**config.mk**
```make
export PLATFORM = sky130hd
export DESIGN_NAME = adder_tree_scheduler
export DESIGN_NICKNAME = d
export VERILOG_FILES = /design/src/rtl/adder_tree_scheduler.sv
export SDC_FILE = /design/constraint.sdc
export NUM_CORES = 1
export LEC_CHECK = 0
export CAP_MARGIN = 20
export CORE_ASPECT_RATIO = 1.1
export CORE_MARGIN = 1
export CORE_UTILIZATION = 25
export CTS_BUF_LIST = sky130_fd_sc_hd__clkbuf_8
export DETAILED_ROUTE_END_ITERATION = 8
export PLACE_DENSITY = 0.52
export REMOVE_ABC_BUFFERS = 1
export SLEW_MARGIN = 20
export SYNTH_ARGS = -nofsm -noshare
export SYNTH_HDL_FRONTEND = slang
export SYNTH_SLANG_ARGS = --single-unit
```
**constraint.sdc**
```tcl
create_clock -name clk -period 5.3 [get_ports clk]
set_clock_uncertainty 0.05 [all_clocks]
set_input_delay 1.59 -clock clk [delete_from_list [all_inputs] [get_ports clk]]
set_output_delay 1.59 -clock clk [all_outputs]
set_load 0.03 [all_outputs]
```
**src/rtl/adder_tree_scheduler.sv**
```systemverilog
// adder_tree_scheduler: shares one pipelined 8-operand, 4-bit adder tree between NUM_REQ
// requesters. It issues one request per cycle, tags each issue with the requester ID,
// routes returning sums back to their owner, and offers a flush/drain/hold mode.
// Optional feature: define SCHED_FIXED_PRIO_EN for fixed-priority (lowest index wins)
// arbitration instead of round-robin.
module adder_tree_scheduler #(
  parameter int unsigned NUM_REQ = 2,
  parameter int unsigned LATENCY = 3
) (
  input  logic                   clk,
  input  logic                   rst_n,
  input  logic [NUM_REQ-1:0]     req_valid,
  input  logic [32*NUM_REQ-1:0]  req_data,
  output logic [NUM_REQ-1:0]     req_ready,
  output logic [31:0]            tree_vals,
  output logic                   tree_vi,
  input  logic [6:0]             tree_sum,
  input  logic                   tree_valid,
  output logic [NUM_REQ-1:0]     resp_valid,
  output logic [6:0]             resp_sum,
  input  logic                   flush_req,
  output logic                   flush_done,
  output logic                   err
);

  localparam int unsigned IdW = (NUM_REQ > 2) ? 2 : 1;

  typedef enum logic [1:0] {StRun, StDrain, StHold} state_e;

  state_e             state_q, state_d;
  logic [IdW-1:0]     gnt_idx;
  logic               gnt_any;
  logic               grant_en;
  logic               fire;
  logic [31:0]        tree_vals_q;
  logic               tree_vi_q;
  logic [IdW-1:0]     issue_id_q;
  logic [LATENCY-1:0] tag_vld_q;
  logic [IdW-1:0]     tag_id_q [LATENCY];
  logic               tail_vld;
  logic [IdW-1:0]     tail_id;
  logic               pipe_empty;
  logic [NUM_REQ-1:0] resp_valid_q;
  logic [6:0]         resp_sum_q;
  logic               err_q;

`ifdef SCHED_FIXED_PRIO_EN
  // Fixed priority: scan downwards so the lowest requesting index is the last to win.
  always_comb begin
    gnt_any = 1'b0;
    gnt_idx = '0;
    for (int i = int'(NUM_REQ) - 1; i >= 0; i--) begin
      if (req_valid[i]) begin
        gnt_any = 1'b1;
        gnt_idx = IdW'(i);
      end
    end
  end
`else
  logic [IdW-1:0] rr_ptr_q, rr_ptr_d;
  int             cand;

  // Round-robin: scan offsets downwards so the candidate closest to rr_ptr wins.
  always_comb begin
    gnt_any = 1'b0;
    gnt_idx = '0;
    cand    = 0;
    for (int k = int'(NUM_REQ) - 1; k >= 0; k--) begin
      cand = int'(rr_ptr_q) + k;
      if (cand >= int'(NUM_REQ)) cand -= int'(NUM_REQ);
      if (req_valid[cand]) begin
        gnt_any = 1'b1;
        gnt_idx = IdW'(cand);
      end
    end
  end

  // Pointer moves to one past the last winner, wrapping at NUM_REQ.
  always_comb begin
    rr_ptr_d = rr_ptr_q;
    if (fire) rr_ptr_d = (gnt_idx == IdW'(NUM_REQ - 1)) ? '0 : gnt_idx + 1'b1;
  end

  // Round-robin pointer register.
  always_ff @(posedge clk or negedge rst_n) begin
    if (!rst_n) rr_ptr_q <= '0;
    else        rr_ptr_q <= rr_ptr_d;
  end
`endif

  // Grants only in RUN with no flush pending this cycle; held at zero during reset.
  assign grant_en = rst_n && (state_q == StRun) && !flush_req;
  assign fire     = grant_en && gnt_any;

  // One-hot grant decode.
  always_comb begin
    req_ready = '0;
    if (fire) req_ready[gnt_idx] = 1'b1;
  end

  // Tree issue register: operands hold their last value when nothing is issued.
  always_ff @(posedge clk or negedge rst_n) begin
    if (!rst_n) begin
      tree_vals_q <= '0;
      tree_vi_q   <= 1'b0;
      issue_id_q  <= '0;
    end else begin
      tree_vi_q <= fire;
      if (fire) begin
        tree_vals_q <= req_data[32*gnt_idx +: 32];
        issue_id_q  <= gnt_idx;
      end
    end
  end

  // Tag pipeline tracks {valid, id} in step with the tree's internal stages.
  always_ff @(posedge clk or negedge rst_n) begin
    if (!rst_n) begin
      tag_vld_q <= '0;
      for (int i = 0; i < int'(LATENCY); i++) tag_id_q[i] <= '0;
    end else begin
      tag_vld_q[0] <= tree_vi_q;
      tag_id_q[0]  <= issue_id_q;
      for (int i = 1; i < int'(LATENCY); i++) begin
        tag_vld_q[i] <= tag_vld_q[i-1];
        tag_id_q[i]  <= tag_id_q[i-1];
      end
    end
  end

  assign tail_vld   = tag_vld_q[LATENCY-1];
  assign tail_id    = tag_id_q[LATENCY-1];
  // An issue still sitting in the tree_vi register counts as in flight.
  assign pipe_empty = !tree_vi_q && (tag_vld_q == '0);

  // Response routing and sticky mismatch detection.
  always_ff @(posedge clk or negedge rst_n) begin
    if (!rst_n) begin
      resp_valid_q <= '0;
      resp_sum_q   <= '0;
      err_q        <= 1'b0;
    end else begin
      resp_valid_q <= '0;
      if (tail_vld && tree_valid) begin
        resp_valid_q[tail_id] <= 1'b1;
        resp_sum_q            <= tree_sum;
      end
      if (tail_vld != tree_valid) err_q <= 1'b1;
    end
  end

  // Flush FSM state register.
  always_ff @(posedge clk or negedge rst_n) begin
    if (!rst_n) state_q <= StRun;
    else        state_q <= state_d;
  end

  // Flush FSM next-state.
  always_comb begin
    state_d = state_q;
    unique case (state_q)
      StRun:   if (flush_req)  state_d = StDrain;
      StDrain: if (pipe_empty) state_d = StHold;
      StHold:  if (!flush_req) state_d = StRun;
      default: state_d = StRun;
    endcase
  end

  assign tree_vals  = tree_vals_q;
  assign tree_vi    = tree_vi_q;
  assign resp_valid = resp_valid_q;
  assign resp_sum   = resp_sum_q;
  assign flush_done = (state_q == StHold);
  assign err        = err_q;

endmodule

```
==> impl_metrics.py <==
metrics = {
    "run_status": {
        "status": "finished clean",
    },
    "detailed_routing": {
        "drcViolationCount": 0,
        "drt_iter0_markers": 49,
        "wl_um": 6270,
        "avgViaCountPerCell": 4.76,
        "postRouteAntennaNets": 0,
        "routedWlPerCell_um": 15.8,
        "vias": 1889,
        "first_pass_iters": 5,
    },
    "logic_synthesis": {
        "synthAdderAreaFrac": 0.00524,
        "synth-seq-area-share": 0.555,
        "synth_top_family_by_area": "compound AO/OA/AOI/OAI gates",
        "synth-seq-cells": 53,
        "synth-xor-area-share": 0,
        "synthCells": 164,
        "synth_largest_area_cell": "dfrtp_1",
        "synth.area.mux_share": 0.0330,
        "synth_top_area_frac": 0.555,
        "synth-simple-area-share": 0.0366,
        "synth_compound_area_frac": 0.326,
        "synthTopCellsByArea": "dfrtp_1 55%, a2bb2oi_2 17%, o32ai_1 12%",
        "avgSynthCellArea_sq_um": 14.6,
        "yosysUniqueCellTypes": 26,
        "ys_warn_count": 0,
        "synth.cell_area_sq_um": 2390,
    },
    "cells_and_area": {
        "antenna_cells": 0,
        "nNetsFinal": 358,
        "layout_commonest_cell": "clkdlybuf4s50_1",
        "layout-drive-gt1-share": 0.186,
        "mostFrequentLayoutCells": "119 x clkdlybuf4s50_1, 53 x dfrtp_1, 32 x o32ai_1",
        "fin_cells": 397,
        "fin_util": 0.406,
        "nFillCells": 904,
        "synthToLayoutAreaGrowth_pct": 57.9,
        "final_area_sq_um": 3770,
    },
    "cts": {
        "insertion_delay_ns": 0.29,
        "cts-buffers-inserted": 5,
        "root_buffer": "clkbuf_8",
        "clockBufferDepth": 2,
        "htree_levels": 2,
        "post-cts-setup-buffer-count": 0,
        "clkSinkCount": 53,
        "ctsResizeCount": 0,
        "cts-hold-fix-buffers": 0,
        "clkSlewWorstSetupHoldPaths_ns": 0.09,
        "cts_tree": "built",
    },
    "floorplanning": {
        "ios": 123,
        "die_y_um": 105,
        "die_area_sq_um": 9950,
        "initial_utilization": 0.257,
        "die_w_um": 95.2,
        "core.rowCount": 37,
        "coreArea_sq_um": 9310,
    },
    "timing": {
        "tightest_slew_ns": 1.02,
        "grt_setup_unrepaired": "false",
        "hold_ws_ns": 0.306,
        "final.min_clock_period_ns": 4.62,
        "finalSetupTns_ns": 0,
        "post-route-period-util": 0.872,
        "maxSlewViolCount": 0,
        "hold_violations": 0,
        "max_freq_mhz": 216,
        "setup_viol": 0,
        "maxSlewHeadroom": 0.320,
    },
    "power_and_ir_drop": {
        "power_frac_seq": 0.351,
        "swShare": 0.393,
        "comb_power_share": 0.536,
        "switchingPower_w": 0.000777,
        "power_density_nw_per_um2": 525,
        "p_int_w": 0.00120,
        "max-vdd-ir-drop_v": 0.000188,
        "power.leakage_nw": 1.44,
        "pwr-share-clk": 0.113,
    },
    "global_routing": {
        "grt_pass1_wl_um": 10100,
        "grt_max_degree": 54,
        "grt_overflow_total": 0,
        "antenna_found_initial": 0,
        "grt_usage": 0.132,
        "grt_pass1_vias": 1992,
    },
    "placed_design": {
        "dpl.hpwl_um": 4370,
        "placed_cells": 390,
        "io_buffers": 122,
        "place_area_sq_um": 3690,
        "gp_congestion": 0.642,
    },
    "critical_path": {
        "path_depth": 5,
        "criticalPathCategory": "in2out",
        "required_ns": 3.66,
        "worst_r2r_path_depth": 4,
        "timing.critical_path.buf_inv": 2,
        "critical-path-max-stage-delay_ns": 0.48,
        "cpMaxStageDelayCell": "clkdlybuf4s50_1",
        "arrival_ns": 2.98,
        "path_cells": "clkdlybuf4s50_1, nor4b_4, o21a_2, a21boi_0, buf_4",
        "cp-start-kind": "input pin",
        "end_kind": "primary output",
        "path_max_fanout": 3,
        "worst_path_dominant_cell_family": "buffers and inverters",
    },
    "min_path": {
        "hold_path_class": "reg2reg",
        "holdPathStages": 0,
    },
    "job": {
        "drv_cap": 0,
    },
}
cells in the mapped netlist:
cell type	n
a211oi_1	1
a21bo_2	1
a21boi_0	1
a2bb2oi_1	5
a2bb2oi_2	27
and2_1	1
buf_2	3
buf_4	1
buf_6	3
clkbuf_1	10
dfrtp_1	53
ha_1	1
inv_1	3
mux2_2	7
nand2_1	1
nand2b_1	1
nand3_1	1
nand3b_1	1
nor2_1	1
nor2b_1	3
nor4_1	1
nor4b_4	1
o21a_1	2
o21ai_0	2
o32ai_1	32
or2_2	1
kinds of logic after synthesis:
family                     count (synthesis)
adders and majority gates                  1
and+or+nand+nor                           12
DFF                                       53
muxes                                      7
buffers and inverters                     20
AOI/OAI and AO/OA                         71
layout make-up:
cell class / instances / area [sq um] / area share
multi-input combinational: 91 / 962 / 0.255
inverter: 3 / 11.3 / 0.00298
clock buffer: 6 / 82.6 / 0.0219
clock inverter: 1 / 3.75 / 0.000995
timing repair buffer: 126 / 1240 / 0.329
sequential: 53 / 1330 / 0.351
tap: 117 / 146 / 0.0388
metrics by stage:
step	setup slack, ns	power [W]
floorplan	-1.39	0.00132
global placement	0.654	0.00177
detailed placement	0.648	0.00178
CTS	0.648	0.00201
global route	0.564	0.00209
finish	0.680	0.00198
path summary, 6_finish.rpt:
path | from | slack (ns) | endpoint
max | flush_req | 0.68 | req_ready[0]
min | tag_id_q[1]$_DFF_PN0_ | 0.31 | tail_id$_DFF_PN0_
max reg2reg | state_q[0]$_DFFE_PN0P_ | 3.47 | issue_id_q$_DFFE_PN0N_
min reg2reg | tag_id_q[1]$_DFF_PN0_ | 0.31 | tail_id$_DFF_PN0_
max in group asynchronous | rst_n | 3.36 | tree_vals[9]$_DFFE_PN0N_
min in group asynchronous | rst_n | 1.39 | resp_sum[1]$_DFFE_PN0N_
routing by layer:
layer  vias to the layer above  global-route usage  wire [um]
met4                         0              0.0292         55
met5                         -                   0          0
li1                        890                   -          -
met3                         6              0.0459        534
met1                       911               0.160       2620
met2                        82               0.221       3060
power by group through the flow:
| stage | Combinational, W | Clock (W) | Sequential [W] |
|---|---|---|---|
| detailed placement | 0.00108 | 0 | 0.000703 |
| global placement | 0.00107 | 0 | 0.000697 |
| floorplan | 0.000330 | 0 | 0.000988 |
| finish | 0.00106 | 0.000225 | 0.000695 |
| CTS | 0.00108 | 0.000237 | 0.000698 |
| global route | 0.00112 | 0.000252 | 0.000720 |
sequential cells by signal, indices dropped and copies added, names as in the netlist:
name	count
err	1
issue_id_q	1
resp_sum	7
resp_valid	2
rr_ptr_q	1
state_q	2
tag_id_q	2
tag_vld_q	3
tail_id	1
tree_vals	32
tree_vi	1
No activity file was read; power rests on OpenSTA's default activity.
==> variant 1, RTL diff (same settings) <==
Set the parameter `LATENCY` to 6 (it was 3).
--- a/src/rtl/adder_tree_scheduler.sv
+++ b/src/rtl/adder_tree_scheduler.sv
@@ -6,5 +6,5 @@
 module adder_tree_scheduler #(
   parameter int unsigned NUM_REQ = 2,
-  parameter int unsigned LATENCY = 3
+  parameter int unsigned LATENCY = 6
 ) (
   input  logic                   clk,
Function: changed (Yosys sat finds a counterexample within 10 cycles, from zero or initial values and one cycle with rst_n low).
==> variant 1 against the unedited design <==
  * The flow now finishes with violations (DRC)
  * Highest routed layer unchanged
  * Synthesized area rose by 6.6%
  * Power up 12%
  * First-iteration DRC count up 4.1%
  * Synthesized cell count increased by 4.3%
  * Worst setup slack got worse by 0.14 ns
  * Combinational power barely moved
  * Critical endpoint unchanged
  * Routed wire length is 9.5% higher
  * Critical path type unchanged
  * Critical path depth stayed put
  * Sequential cell count up 6
  * Die area increased by 6.5%
  * Via count is 6.0% higher
  * Design area is 7.5% higher
==> variant 1: results (changes against the unedited design) <==
met2 GRT Util=0.214 (was 0.221); status=complete, but fails checks (was finished, final reports clean); GP Congestion=0.652 (was 0.642); dpl cell area=3850 um2 (was 3690 um2); top post-synthesis cells by area=dfrtp_1 (58%), a2bb2oi_2 (16%), o32ai_1 (11%) (was dfrtp_1 (55%), a2bb2oi_2 (17%), o32ai_1 (12%)); Pre-antenna DRT Iters=6 (was 5); cts bufs inserted=9 (was 5); Area Growth Syn to Fin=59.2% (was 57.9%); Signal buf overhead=0.310 (was 0.329); met3 Use GR=0.0338 (was 0.0459); cell area after layout=4060 um2 (was 3770 um2); Non-CTS buffers=127 (was 126); Syn Inst Count=171 (was 164); met1 WL=3.21 mm (was 2.62 mm); clock buf count=10 (was 6); Reg clk slew, reported paths=0.07 ns (was 0.09 ns); comb_multi_in=92 (was 91); synth unique cells=27 (was 26); Skew-Pair Late Insertion Delay=0.32 ns (was 0.29 ns); P_leak=1.57 nW (was 1.44 nW); VDD IR max=0.000167 V (was 0.000188 V); wire length on met3=511 um (was 534 um); mux cell area share after synthesis=0.0309 (was 0.0330); Slew @ Worst Pin=0.739 ns (was 1.02 ns); Synth Area in Adders=0.00491 (was 0.00524); drt drc=8 (was 0); GRT Overall Usage=0.136 (was 0.132); violated checks=DRC; hpwl dp=4.57 mm (was 4.37 mm); Synth Area in Compound Gates=0.306 (was 0.326); share of layout cells above drive strength 1=0.206 (was 0.186)
variant 1: changes by cell type after synthesis, sizes merged:
cell | before | now
dfrtp | 53 | 59
nor4b | 1 | 2
variant 1: worst paths after layout:
check / from / end / slack, ns / cells past startpoint
setup / recovery: flush_req / req_ready[0] / 0.54 / 5
hold / removal: tag_id_q[3] / tag_id_q[2] / 0.30 / 0
setup reg to reg: state_q[0] / tree_vals[24] / 3.44 / 4
hold reg to reg: tag_id_q[3] / tag_id_q[2] / 0.30 / 0
max in group asynchronous: rst_n / tree_vals[17] / 3.31 / 2
min in group asynchronous: rst_n / tree_vals[16] / 1.40 / 2
variant 1: power by group:
part | total [mW] | switching [mW] | internal [mW]
Combinational | 1.06 | 0.540 | 0.523
Sequential | 0.761 | 0.121 | 0.639
Clock | 0.400 | 0.174 | 0.226
variant 1: critical path, cell delays in order:
cell	delay (ns)
clkdlybuf4s50_1	0.50
nor4b_4	0.44
o21a_2	0.21
a21boi_0	0.19
buf_4	0.19
==> variant 2, RTL diff (same flow settings) <==
Without the edit above. Make the reset (`rst_n`) synchronous in 5 clocked blocks.
--- a/src/rtl/adder_tree_scheduler.sv
+++ b/src/rtl/adder_tree_scheduler.sv
@@ -83,5 +83,5 @@
 
   // Round-robin pointer register.
-  always_ff @(posedge clk or negedge rst_n) begin
+  always_ff @(posedge clk) begin
     if (!rst_n) rr_ptr_q <= '0;
     else        rr_ptr_q <= rr_ptr_d;
@@ -100,5 +100,5 @@
 
   // Tree issue register: operands hold their last value when nothing is issued.
-  always_ff @(posedge clk or negedge rst_n) begin
+  always_ff @(posedge clk) begin
     if (!rst_n) begin
       tree_vals_q <= '0;
@@ -115,5 +115,5 @@
 
   // Tag pipeline tracks {valid, id} in step with the tree's internal stages.
-  always_ff @(posedge clk or negedge rst_n) begin
+  always_ff @(posedge clk) begin
     if (!rst_n) begin
       tag_vld_q <= '0;
@@ -135,5 +135,5 @@
 
   // Response routing and sticky mismatch detection.
-  always_ff @(posedge clk or negedge rst_n) begin
+  always_ff @(posedge clk) begin
     if (!rst_n) begin
       resp_valid_q <= '0;
@@ -151,5 +151,5 @@
 
   // Flush FSM state register.
-  always_ff @(posedge clk or negedge rst_n) begin
+  always_ff @(posedge clk) begin
     if (!rst_n) state_q <= StRun;
     else        state_q <= state_d;
Check against the original RTL: differs if rst_n is asserted again (counterexample within 4 cycles, from zero or initial values and one cycle with rst_n low); with rst_n held inactive, the same outputs for 10 cycles.
==> variant 2 against the unedited design <==
  * Final cell count rose by 3.5%
  * Synthesized area fell by 7.9%
  * Routed wire length rose by 3.2%
  * Critical path depth fell by 1
  * Worst hold slack improved by 0.062 ns
  * Non-clock buffer count did not move
  * Core utilization rose by 1.6 points
  * Sequential cell count did not move
  * Via count rose by 7.1%
  * Worst setup slack improved by 0.11 ns
  * Design area fell by 5.6%
  * Synthesized cell count rose by 16%
  * Highest routed layer unchanged
Power is not compared: it rests on default switching activity, and its combinational part moved more than twofold at a synthesized area within 25%.
==> variant 2: results (changes against the unedited design) <==
CP arrival=2.87 ns (was 2.98 ns); synth unique cells=27 (was 26); I/O Buffers=122 (unchanged); GP Congestion=0.727 (was 0.642); Reg clk slew, reported paths=0.10 ns; vias per cell=4.92 (was 4.76); initial antenna violation count=0 (unchanged); dpl cell area=3460 um2 (was 3690 um2); VDD IR max=0.000126 V; synth cell count leaders=dfxtp_1 (53), o32a_1 (32), o221a_2 (31), clkbuf_1 (17), nor2b_1 (9) (was dfrtp_1 (53), o32ai_1 (32), a2bb2oi_2 (27), clkbuf_1 (10), mux2_2 (7)); final antenna diode count=0 (unchanged); top post-synthesis cells by area=dfxtp_1 (48%), o221a_2 (16%), o32a_1 (15%) (was dfrtp_1 (55%), a2bb2oi_2 (17%), o32ai_1 (12%)); Ys Warns=0 (unchanged); Most used DFF post-synth=dfxtp_1 (was dfrtp_1); status=finished, final reports clean (unchanged); Hold WC Path Type=flop to flop (unchanged); CP Max Fanout=4 (was 3); hpwl dp=4.20 mm (was 4.37 mm); P_leak=1.25 nW; root buffer cell=clkbuf_8 (unchanged); critical path's slowest cell=or4b_1 (was clkdlybuf4s50_1); largest net degree at the start of global routing=53 (was 54); Skew-Pair Late Insertion Delay=0.30 ns; met1 WL=2.94 mm (was 2.62 mm); ys async rst share=0 (was 1.00); number of global-route vias before repair=1969 (was 1992); max_slew headroom=0.305 (was 0.320); drt initial violations=78 (was 49); Seq/Total Area, Yosys=0.482 (was 0.555); wire length on met3=532 um (was 534 um); max incr delay on CP=0.53 ns (was 0.48 ns); max reg flops=32 (unchanged); Final #Nets=377 (was 358); CTS max path bufs=2 (unchanged); first-pass GRT wire length=10.4 mm (was 10.1 mm); cts bufs inserted=5 (unchanged); CTS H-tree depth=2 (unchanged); # Post-CTS Setup Buffers=0 (unchanged); top sig layer=met4 (unchanged); Pre-antenna DRT Iters=4 (was 5); share of layout cells above drive strength 1=0.160 (was 0.186); worst hold stages=1 (was 0); met2 WL=2.92 mm (was 3.06 mm); CTS resizes=0 (unchanged); WL per Instance=15.7 um (was 15.8 um); worst r2r path cells=4 (unchanged); GRT Overall Usage=0.142 (was 0.132); Fill cells=831 (was 904)
variant 2: worst paths after layout:
kind                       start             to  slack (ns)
setup / recovery       flush_req   req_ready[0]        0.79
hold / removal    tag_id_q[0][2]  resp_valid[0]        0.37
setup reg to reg      state_q[0]   tree_vals[2]        3.21
hold reg to reg   tag_id_q[0][2]  resp_valid[0]        0.37
variant 2: area by class of cell:
cell class | instances | area, um2 | area share
Clock inverter | 1 | 5.00 | 0.00141
Clock buffer | 7 | 96.3 | 0.0271
Multi-Input combinational cell | 112 | 1010 | 0.285
Timing Repair Buffer | 126 | 1240 | 0.349
Inverter | 1 | 3.75 | 0.00105
Sequential cell | 53 | 1060 | 0.298
Tap cell | 111 | 139 | 0.0390
variant 2: per-layer routing:
metal	GRT usage	vias up
met5	0	-
met4	0.0391	0
met3	0.0470	6
met2	0.220	79
met1	0.189	953
li1	-	986
variant 2: where the power goes:
group | switching, mW | internal [mW]
registers | 0.0127 | 0.422
clock network | 0.130 | 0.118
logic | 0.110 | 0.126
variant 2: stage by stage:
step	util	std cells	setup WS, ns
6_report	0.421	411	0.792
3_3_place_gp	0.409	403	0.770
2_1_floorplan	-	166	0.580
4_1_cts	0.421	411	0.782
5_1_grt	0.421	411	0.737
3_5_place_dp	0.409	403	0.777
variant 2: logic make-up after synthesis:
kind of cell / Yosys count / share of synthesized area
compound gates: 71 / 0.331
fa+ha+maj: 1 / 0.00568
buf+inv: 25 / 0.0580
flops: 53 / 0.482
mux: 7 / 0.0318
simple gates: 33 / 0.0910
variant 2: worst max-delay path: cells and delay by family:
kind                   cells  cell delay (ns)
AND/OR/NAND/NOR            2             0.66
buffers and inverters      2             0.62
